File: config.mk
export PLATFORM = sky130hd
export DESIGN_NAME = id_scan_arb
export DESIGN_NICKNAME = d
export VERILOG_FILES = /design/src/rtl/id_scan_arb.sv
export SDC_FILE = /design/constraint.sdc
export NUM_CORES = 1
export LEC_CHECK = 0
export BUFFER_PORTS_ARGS = -buffer_cell sky130_fd_sc_hd__buf_2
export CAP_MARGIN = 20
export CORE_MARGIN = 2
export CORE_UTILIZATION = 56
export DETAILED_ROUTE_END_ITERATION = 10
export GPL_TIMING_DRIVEN = 0
export HOLD_SLACK_MARGIN = 0.03
export MAX_ROUTING_LAYER = met4
export PLACE_DENSITY = 0.94
export SYNTH_ARGS = -nofsm -noshare
export SYNTH_HDL_FRONTEND = slang
export SYNTH_SLANG_ARGS = --single-unit
File: constraint.sdc
create_clock -name clk -period 5 [get_ports clk]
set_clock_uncertainty 0.1 [all_clocks]
set_input_delay 0.75 -clock clk [delete_from_list [all_inputs] [get_ports clk]]
set_output_delay 0.75 -clock clk [all_outputs]
set_load 0.01 [all_outputs]
File: src/rtl/id_scan_arb.sv
`default_nettype none
// ============================================================================
// Module      : id_scan_arb
// Description : Round-robin arbiter sharing one identifier-scan engine between
//               two character-stream requesters. A whole string is granted to
//               one requester; uppercase arms, digit-while-armed is a hit,
//               anything else disarms. The saturating hit count and source ID
//               are reported on a valid/ready result port.
// Revision    : 1.0 - initial release
// ============================================================================
module id_scan_arb #(
    parameter int CNT_W = 8
) (
    input  logic             clk,
    input  logic             rst_n,
    input  logic             req0_valid,
    input  logic [7:0]       req0_char,
    input  logic             req0_last,
    output logic             req0_ready,
    input  logic             req1_valid,
    input  logic [7:0]       req1_char,
    input  logic             req1_last,
    output logic             req1_ready,
    output logic             res_valid,
    output logic             res_src,
    output logic [CNT_W-1:0] res_hits,
    input  logic             res_ready
);

    typedef enum logic [1:0] {
        IDLE   = 2'd0,
        SCAN   = 2'd1,
        REPORT = 2'd2
    } state_t;

    localparam logic [CNT_W-1:0] HITS_ONE = CNT_W'(1);
    localparam logic [CNT_W-1:0] HITS_MAX = {CNT_W{1'b1}};

    state_t           state;
    state_t           state_next;
    logic             grant;
    logic             last_srv;
    logic             flag;
    logic [CNT_W-1:0] hits;

    logic             sel_valid;
    logic [7:0]       sel_char;
    logic             sel_last;
    logic             accept;
    logic             is_letter;
    logic             is_digit;
    logic             hit;
    logic [CNT_W-1:0] hits_next;

    // Route the granted requester's stream into the scan engine and classify it
    always_comb begin
        sel_valid = grant ? req1_valid : req0_valid;
        sel_char  = grant ? req1_char  : req0_char;
        sel_last  = grant ? req1_last  : req0_last;
        accept    = (state == SCAN) && sel_valid;
        is_letter = (sel_char >= 8'd65) && (sel_char <= 8'd90);
        is_digit  = (sel_char >= 8'd48) && (sel_char <= 8'd57);
        // flag is the pre-character value, so a letter never hits itself
        hit       = accept && is_digit && flag;
        hits_next = (hit && (hits != HITS_MAX)) ? (hits + HITS_ONE) : hits;
    end

    // State register
    always_ff @(posedge clk or negedge rst_n) begin
        if (!rst_n) begin
            state <= IDLE;
        end else begin
            state <= state_next;
        end
    end

    // Next-state logic; readies and result-valid are pure state decodes
    always_comb begin
        state_next = state;
        req0_ready = 1'b0;
        req1_ready = 1'b0;
        res_valid  = 1'b0;
        case (state)
            IDLE: begin
                if (req0_valid || req1_valid) begin
                    state_next = SCAN;
                end
            end
            SCAN: begin
                req0_ready = ~grant;
                req1_ready = grant;
                if (accept && sel_last) begin
                    state_next = REPORT;
                end
            end
            REPORT: begin
                res_valid = 1'b1;
                if (res_ready) begin
                    state_next = IDLE;
                end
            end
            default: begin
                state_next = IDLE;
            end
        endcase
    end

    // Arbitration, scan datapath and result latching
    always_ff @(posedge clk or negedge rst_n) begin
        if (!rst_n) begin
            grant    <= 1'b0;
            last_srv <= 1'b1;
            flag     <= 1'b0;
            hits     <= '0;
            res_src  <= 1'b0;
            res_hits <= '0;
        end else begin
            case (state)
                IDLE: begin
                    if (req0_valid || req1_valid) begin
                        // Contention goes to whoever was not served last
                        grant <= (req0_valid && req1_valid) ? ~last_srv : req1_valid;
                        flag  <= 1'b0;
                        hits  <= '0;
                    end
                end
                SCAN: begin
                    if (accept) begin
                        if (is_letter) begin
                            flag <= 1'b1;
                        end else if (!is_digit) begin
                            flag <= 1'b0;
                        end
                        hits <= hits_next;
                        if (sel_last) begin
                            res_hits <= hits_next;
                            res_src  <= grant;
                        end
                    end
                end
                REPORT: begin
                    if (res_ready) begin
                        last_srv <= grant;
                    end
                end
                default: begin
                end
            endcase
        end
    end

endmodule
`default_nettype wire
==> metrics.cfg, run 1 <==
[synth]
muxShareOfSynthArea_pct = 4.66
yosys.area.top_type = dfrtp_1
synth-simple-area-share_pct = 21.1
yosys_warnings = 0
avgSynthCellArea_um2 = 9.06
syn_area_mm2 = 0.00137
yosys.area.top_type_share_pct = 38.4
synth_top_family_by_area = compound AO/OA/AOI/OAI gates
synth-adder-area-share_pct = 0.914
synth_xor_area_share_pct = 1.28
synth_flop_cell = dfrtp_1
synth_edf_count = 0
synth_compound_area_share_pct = 28.3
synthArstFlopShare_pct = 100
synth_area_leaders = dfrtp_1, a31oi_1, nor2_1
yosysSeqAreaShare_pct = 40.3
syn_nets = 175
synthDistinctLibCells = 45
synthCells = 151
synth-seq-cells = 22

[run_status]
status = complete, no violations

[drt]
vias = 1363
drtIter0Drc = 35
routedWlPerCell_um = 15.9
antenna_left = 0
drt_pass1_iterations = 4
drc = 0
wirelength_mm = 3.45
viasPerCell = 6.28

[floorplan]
die_w_um = 53.4
rows = 17
die_height_um = 53.4
ios = 35
start_util_pct = 60.7
die-area_mm2 = 0.00286
core_area_mm2 = 0.00225

[worst_setup_path]
crit_fanout = 10
critPathArrivalTime_ps = 2580
crit_family = compound AO/OA/AOI/OAI gates
required_ps = 5120
crit_slowest_cell = a211oi_1
crit_chain = buf_6 > mux2i_1 > a211oi_1 > o21ai_1 > mux2_1
critPathLaunchType = flop
end_kind = flop
crit_type = flop to flop
critPathMaxStageDelay_ps = 980
cp_num_buf_inv = 1

[flow_run]
drv_cap = 0

[grt]
grt_pass1_vias = 1262
antenna_found_initial = 0
grt-ovfl-total = 0
gr-usage-all-layers_pct = 28.0
grt_max_degree = 23
grt_pass1_wl_mm = 5.65

[sta]
min_period_over_period_pct = 49.1
finalMaxSlewViolations = 0
worst_pin_slew_ps = 1190
relSlewSlack_pct = 20.5
rsz0062_at_grt = false
fmax_mhz = 407
hold_viol = 0
tns_ps = 0
finalSetupViolCount = 0
worst_slack_ps = 2540
layout_min_cycle_time_ps = 2460

[clock_network]
cts.sinks = 22
clockRootBuffer = clkbuf_4
insertion_delay_ps = 320
cts_setup_buffers = 0
cts_hold_buf = 0
cts_buffers = 3
cts_tree = done
htree_num_levels = 1
cts_buffer_depth = 2
clk_pin_slew_ps = 140
postCtsResizedCells = 0

[layout]
final_nets = 214
nFillCells = 182
instances_no_fill = 217
syn_to_final_growth_pct = 18.8
multiInputGateArea_um2 = 771
regArea_um2 = 552
mostFrequentLayoutCells = buf_2, nor2_1, dfrtp_1
diodes = 0
final_common_cell = buf_2
drive_gt1_share_pct = 24.3

[placement]
port_buffers = 34
routabilityCongestion = 0.957
dp_slack_ps = 2290
dp_hpwl_mm = 2.45
dp.cells = 213

[power_and_ir_drop]
ir_worst_vdd_mv = 0.344
power_density_mw_per_mm2 = 461
p_leak_nw = 0.696

[worst_hold_path]
hp-class = input port to async pin

[worst paths after layout]
check	startpoint	end	slack, ps	cells past startpoint
min in group clk	flag	flag	410	1
setup reg to reg	grant	hits[0]	2540	5
max in group asynchronous	rst_n	last_srv	4160	1
hold / removal	rst_n	hits[5]	270	1
setup / recovery	grant	hits[0]	2540	5
hold reg to reg	flag	flag	410	1
[metal layers]
| metal | global-route usage [%] | share of wire (%) | vias up | wire (um) |
|---|---|---|---|---|
| met5 | - | 0 | - | 0 |
| met4 | 11.1 | 0.93 | 0 | 32 |
| met3 | 3.67 | 5.0 | 4 | 174 |
| met2 | 45.9 | 52 | 44 | 1800 |
| met1 | 34.8 | 42 | 654 | 1450 |
| li1 | - | - | 661 | - |
[kinds of logic after synthesis]
kind of cell	after synthesis
buffers and inverters	10
adders and majority gates	1
AOI/OAI and AO/OA	53
muxes	6
xor gates and xnor gates	2
and+or+nand+nor	57
DFF	22
[flip-flops by register name, summed over array words and instances (netlist names)]
signal    cells
state         2
last_srv      1
hits          8
res_src       1
grant         1
flag          1
res_hits      8
[area by class of cell]
cell class / instances / area share (%)
plain buffers: 5 / 1.69
clock buffers: 3 / 1.38
clock inverters: 1 / 1.85
inverters: 5 / 1.15
multi-input cells: 119 / 47.4
flip-flops and latches: 22 / 33.9
well taps: 28 / 2.15
repair buffers: 34 / 10.5
[worst register-to-register path, delay by kind of cell, from the launching register on]
kind | cells | cell delay [ps]
buffers and inverters | 1 | 150
DFF | 1 | 420
AOI/OAI and AO/OA | 2 | 1210
muxes | 2 | 490
[per-stage QoR]
| step | total power, mW | utilization [%] | instance area [um^2] | hold slack (ps) |
|---|---|---|---|---|
| 2_1_floorplan | 0.497 | - | 1370 | 354 |
| 3_3_place_gp | 0.593 | 69.8 | 1570 | 374 |
| 3_5_place_dp | 0.611 | 69.8 | 1570 | 383 |
| 4_1_cts | 0.748 | 72.1 | 1630 | 283 |
| 5_1_grt | 0.802 | 72.1 | 1630 | 289 |
| 6_report | 0.750 | 72.1 | 1630 | 275 |
[report_power, final]
| part | switching [mW] | internal [mW] | total [mW] |
|---|---|---|---|
| registers | 0.0359 | 0.236 | 0.271 |
| clock network | 0.0601 | 0.0811 | 0.141 |
| logic | 0.198 | 0.140 | 0.337 |
| total | 0.294 | 0.456 | 0.750 |
[synth_stat cells (all sizes together) (2+ instances only)]
library cell / number
and2: 2
dfrtp: 21
or4: 3
a2111oi: 2
nor2: 21
o21ai: 8
inv: 5
a211oi: 3
nor2b: 2
nand2: 9
a21oi: 10
mux2: 3
nand3: 4
mux2i: 3
o31ai: 4
clkbuf: 3
nor3: 2
buf: 2
xnor2: 2
nand4: 5
and3b: 2
a32o: 2
a21o: 4
a31oi: 13
No activity file was read; power rests on OpenSTA's default activity.
==> run 2, diff against run 1 <==
Settings changed: CORE_UTILIZATION 56 to 47, PLACE_DENSITY 0.94 to 0.85.
Clock period 5 ns to 2.05 ns, I/O delays scaled along.
==> run 2 against run 1 <==
Compared with the run above:
- the flow now finishes with violations (setup timing)
- routed wire length grew 19%
- cell count grew 10%
- die area grew 18%
- clock power grew 150%
- global-route usage shrank 2.9 points
- utilization shrank 4.9 points
- first-iteration DRC count grew 110%
- register-to-register slack lost 2700 ps
- largest power group unchanged
==> metrics.cfg, run 2 (synthesis gave the netlist of run 1 again) <==
[clock_network]
htree_num_levels = 1  ; unchanged
clk_pin_slew_ps = 130  ; about the same
cts_tree = done
clockRootBuffer = clkbuf_4
cts_buffer_depth = 2  ; unchanged
cts_buffers = 3  ; unchanged
cts.sinks = 22  ; unchanged
insertion_delay_ps = 330  ; about the same

[grt]
grt_pass1_vias = 1460  ; +16%
grt_max_degree = 23  ; unchanged
grt-ovfl-total = 0  ; unchanged
grt_pass1_wl_mm = 6.20  ; +9.8%
gr-usage-all-layers_pct = 25.0  ; -2.9 points
antenna_found_initial = 0  ; unchanged

[layout]
diodes = 0  ; unchanged
final_common_cell = buf_2
final_nets = 233  ; +8.9%
syn_to_final_growth_pct = 35.4
nFillCells = 212  ; +16%
drive_gt1_share_pct = 39.4  ; +15 points
mostFrequentLayoutCells = buf_2, nor2_1, buf_4, dfrtp_1, a31oi_1
largestRegisters = hits (8), res_hits (8), state (2)

[run_status]
status = complete, but fails checks
violations = setup timing

[worst_setup_path]
crit_slowest_cell = or4_4
crit_path_start = grant
crit_family = compound AO/OA/AOI/OAI gates
rr_startpoint = grant
end_kind = flop
crit_fanout = 5  ; -5
crit_type = flop to flop
cp_num_buf_inv = 1  ; unchanged
required_ps = 2210  ; -2910 ps
critPathArrivalTime_ps = 2330  ; -250 ps
crit_chain = buf_6 > and3b_2 > a31o_4 > a2111o_1 > or4_4 > a31oi_1
critPathLaunchType = flop
critPathMaxStageDelay_ps = 490  ; -490 ps

[floorplan]
die_height_um = 58.0  ; +8.5%
die_w_um = 58.0  ; +8.5%
rows = 19  ; +2
ios = 35  ; unchanged
start_util_pct = 49.6  ; -11 points
core_area_mm2 = 0.00276  ; +22%
die-area_mm2 = 0.00336  ; +18%

[sta]
finalMaxSlewViolations = 0  ; unchanged
relSlewSlack_pct = 59.2  ; +39 points
min_period_over_period_pct = 106  ; +57 points
tns_ps = -528  ; -528 ps
rsz0062_at_grt = true
holdWs_ps = 159  ; -116 ps
fmax_mhz = 460  ; +13%
worst_slack_ps = -123  ; -2670 ps
finalSetupViolCount = 9  ; +9
hold_viol = 0  ; unchanged
layout_min_cycle_time_ps = 2170  ; -284 ps
worst_pin_slew_ps = 610  ; -575 ps

[drt]
drt_pass1_iterations = 4  ; unchanged
vias = 1521  ; +12%
wirelength_mm = 4.12  ; +19%
drtIter0Drc = 72  ; +110%
routedWlPerCell_um = 17.2  ; +8.4%
drc = 0  ; unchanged
antenna_left = 0  ; unchanged
viasPerCell = 6.36  ; +1.3%

[flow_run]
drv_cap = 0  ; unchanged

[power_and_ir_drop]
ir_worst_vdd_mv = 0.750  ; +120%
power_density_mw_per_mm2 = 1080  ; +130%
p_leak_nw = 0.788  ; +13%

[worst_hold_path]
min-delay-start = res_ready
hp-class = input port to flop

[placement]
routabilityCongestion = 0.905  ; -5.5%
port_buffers = 34  ; unchanged
dp_hpwl_mm = 2.61  ; +6.2%

==> run 2: cell types whose count changed in the layout (fill, tap and decap cells not counted), moves of 2 or more <==
cell,change
clkbuf_1,-2
buf_4,+18
o21ai_1,-2
dfrtp_2,+3
dfrtp_1,-3
o21ai_2,+2
==> run 2: worst reg2reg max path: cells and delay by family, from the launching register on <==
| kind | cells | cell delay, ps |
|---|---|---|
| AND/OR/NAND/NOR | 2 | 710 |
| AO/OA/AOI/OAI | 3 | 760 |
| flip-flops | 1 | 420 |
| buffers and inverters | 1 | 120 |
==> run 2: final cells by class <==
type                       count  area [um^2]  share of cell area [%]
sequential                    22          556                    30.0
multi-input combinational    119          843                    45.5
timing repair buffer          53          313                    16.9
clock inverter                 1         30.0                    1.62
tap                           31         38.8                    2.09
inverter                       5         18.8                    1.01
clock buffer                   3         22.5                    1.22
buffer                         5         31.3                    1.69
==> run 2: worst paths after layout <==
kind | endpoint | cells after the start | slack, ps
setup / recovery | res_hits[7] | 6 | -120
hold / removal | state[1] | 3 | 160
setup reg to reg | res_hits[7] | 6 | -120
hold reg to reg | flag | 1 | 420
max in group asynchronous | last_srv | 2 | 1130
min in group asynchronous | res_hits[7] | 2 | 360
==> run 2: what timing repair did <==
| item | CTS | global route |
|---|---|---|
| endpoints found under the setup margin | 18 | 19 |
| hold buffers | 1 | 0 |
| pin swaps | 3 | 12 |
| cloned | 1 | 0 |
| endpoints found under the hold margin | 21 | 0 |
| gates resized for setup | 7 | 13 |
| buffers inserted | 9 | 8 |
==> run 2: where the power goes <==
group	internal, mW	switching [mW]	total (mW)
combinational	0.441	0.532	0.972
sequential	0.574	0.101	0.675
clock	0.198	0.152	0.350
total	1.21	0.785	2.00
==> run 2: stage by stage <==
stage / setup WS, ps / cells / util (%) / instance area, um^2 / power, mW
after floorplan: -42.5 / 151 / - / 1390 / 1.21
after global placement: -225 / 216 / 57.8 / 1600 / 1.45
after detailed placement: -269 / 216 / 57.8 / 1600 / 1.50
after CTS: -87.2 / 231 / 63.7 / 1760 / 1.95
after global routing: -197 / 239 / 67.2 / 1850 / 2.11
final: -123 / 239 / 67.2 / 1850 / 2.00
==> run 2: layer usage <==
| metal | global-route usage (%) | wire, um |
|---|---|---|
| met1 | 27.1 | 1560 |
| met2 | 41.7 | 2200 |
| met3 | 4.46 | 220 |
| met4 | 16.6 | 143 |
| met5 | - | 0 |
==> run 3, diff against run 2 <==
Settings changed: CORE_UTILIZATION 47 to 49, CTS_BUF_LIST set to sky130_fd_sc_hd__clkbuf_8, HOLD_SLACK_MARGIN 0.03 to 0.02, PLACE_DENSITY 0.85 to 0.88.
==> run 3 against run 2 <==
Compared with the run above:
- the run still ends with setup timing left
- worst setup slack lost 85 ps
- critical endpoint is now res_hits[2]
- sequential power is essentially flat
- non-clock buffer count grew 4
- cell count grew 1.7%
- clock-buffer cell count is the same
- sequential share of layout area shrank 1.3 points
==> metrics.cfg, run 3 (synthesis gave the netlist of run 1 again) <==
[floorplan]
die_height_um = 56.9  ; -1.9%
die_w_um = 56.9  ; -1.9%
start_util_pct = 50.5  ; +0.87 points
die-area_mm2 = 0.00323  ; -3.8%
rows = 19  ; unchanged
ios = 35  ; unchanged
core_area_mm2 = 0.00271  ; -1.7%

[worst_setup_path]
critPathLaunchType = flop
r2r-end = res_hits[2]
critPathArrivalTime_ps = 2360  ; +30 ps
required_ps = 2150  ; -60 ps
crit_fanout = 10  ; +5
reg2reg_slack_ps = -210  ; -90 ps
rr_worst_depth = 6  ; unchanged
crit_type = flop to flop
rr_startpoint = grant
end_kind = flop

[sta]
tns_ps = -1910  ; -1390 ps
holdWs_ps = 213  ; +54.5 ps
finalSetupViolCount = 16  ; +7
worst_slack_ps = -208  ; -85.4 ps
fmax_mhz = 443  ; -3.8%
rsz0062_at_grt = true
min_period_over_period_pct = 110  ; +4.2 points
worst_pin_slew_ps = 578  ; -32.0 ps
relSlewSlack_pct = 61.3  ; +2.2 points
layout_min_cycle_time_ps = 2260  ; +85.4 ps
finalMaxSlewViolations = 0  ; unchanged
hold_viol = 0  ; unchanged

[grt]
grt-ovfl-total = 0  ; unchanged
grt_max_degree = 23  ; unchanged
grt_pass1_wl_mm = 7.27  ; +17%
grt_pass1_vias = 1567  ; +7.3%
antenna_found_initial = 0  ; unchanged
gr-usage-all-layers_pct = 30.6  ; +5.6 points

[drt]
wirelength_mm = 5.28  ; +28%
drt_pass1_iterations = 4  ; unchanged
antenna_left = 0  ; unchanged
vias = 1665  ; +9.5%
drc = 0  ; unchanged
routedWlPerCell_um = 21.7  ; +26%
viasPerCell = 6.85  ; +7.7%
drtIter0Drc = 159  ; +120%

[placement]
dp_hpwl_mm = 2.54  ; -2.6%
port_buffers = 34  ; unchanged
place_area_mm2 = 0.00160  ; unchanged
routabilityCongestion = 0.902  ; -0.36%

[clock_network]
clk_pin_slew_ps = 90  ; -40 ps
cts_buffers = 3  ; unchanged
cts_buffer_depth = 2  ; unchanged
cts_tree = done
insertion_delay_ps = 280  ; -50 ps
htree_num_levels = 1  ; unchanged
clockRootBuffer = clkbuf_8
cts.sinks = 22  ; unchanged

[worst_hold_path]
holdPathStages = 3  ; unchanged
min-delay-start = req1_last
hp-class = input port to flop
hold_path_end = res_src

[power_and_ir_drop]
power_mw = 2.27  ; +13%
power_density_mw_per_mm2 = 1170  ; +8.1%
p_leak_nw = 0.829  ; +5.3%
ir_worst_vdd_mv = 0.933  ; +24%

[layout]
largestRegisters = hits (8), res_hits (8), state (2)
drive_gt1_share_pct = 41.5  ; +2.1 points
final_common_cell = buf_2
final_util_pct = 71.7  ; +4.5 points
mostFrequentLayoutCells = buf_2, nor2_1, buf_4
syn_to_final_growth_pct = 42.0
design_area_mm2 = 0.00194  ; +4.9%
final_nets = 237  ; +1.7%
diodes = 0  ; unchanged

[run_status]
status = complete, but fails checks
violations = setup timing

[flow_run]
drv_cap = 0  ; unchanged

-- run 3: worst max-delay path, stage by stage (launching register included) --
cell and delay [ps]:
dfrtp_1 440, mux2_2 300, o211ai_1 210, a2111o_1 450, buf_6 170, or3_1 330, a31oi_1 180
-- run 3: where the power goes --
part	internal (mW)	total (mW)	leakage (nW)	switching, mW
Combinational	0.522	1.16	0.519	0.638
Clock	0.262	0.430	0.0357	0.168
Sequential	0.579	0.676	0.275	0.0972
-- run 3: layout make-up --
type                       count  area (um^2)
buffer                         4         31.3
tap                           31         38.8
inverter                       5         18.8
clock inverter                 1         30.0
clock buffer                   3         41.3
timing repair buffer          58          368
fill                         190          766
sequential                    22          557
multi-input combinational    119          860
-- run 3: through the flow --
stage	std cells	worst slack, ps
2_1_floorplan	151	-42.5
3_3_place_gp	216	-240
3_5_place_dp	216	-268
4_1_cts	239	-69.2
5_1_grt	243	-220
6_report	243	-208
-- run 3: routing by layer --
layer / vias up / GRT usage, % / part of all wire (%)
met5: - / - / 0
met4: 0 / 19.3 / 4.3
met3: 26 / 4.61 / 10
met2: 135 / 50.2 / 51
met1: 802 / 34.9 / 35
li1: 702 / - / -
-- run 3: worst max path at each step --
stage / slack (ps) / depth (start not counted) / end / startpoint
after floorplan: -40 / 6 / res_hits[5] / hits[0]
after global placement: -240 / 7 / res_hits[2] / hits[0]
after detailed placement: -270 / 7 / res_hits[2] / hits[0]
after CTS: -70 / 5 / res_hits[7] / grant
after global routing: -220 / 5 / res_hits[7] / hits[3]
final: -210 / 6 / res_hits[2] / grant
-- run 3: what timing repair did --
| action | in CTS | in global routing |
|---|---|---|
| setup endpoints to repair | 17 | 20 |
| gates cloned | 1 | 0 |
| resized for setup | 14 | 14 |
| buffers inserted | 17 | 5 |
| hold buffers | 1 | 0 |
| pin swaps | 7 | 7 |
| endpoints found under the hold margin | 21 | 0 |
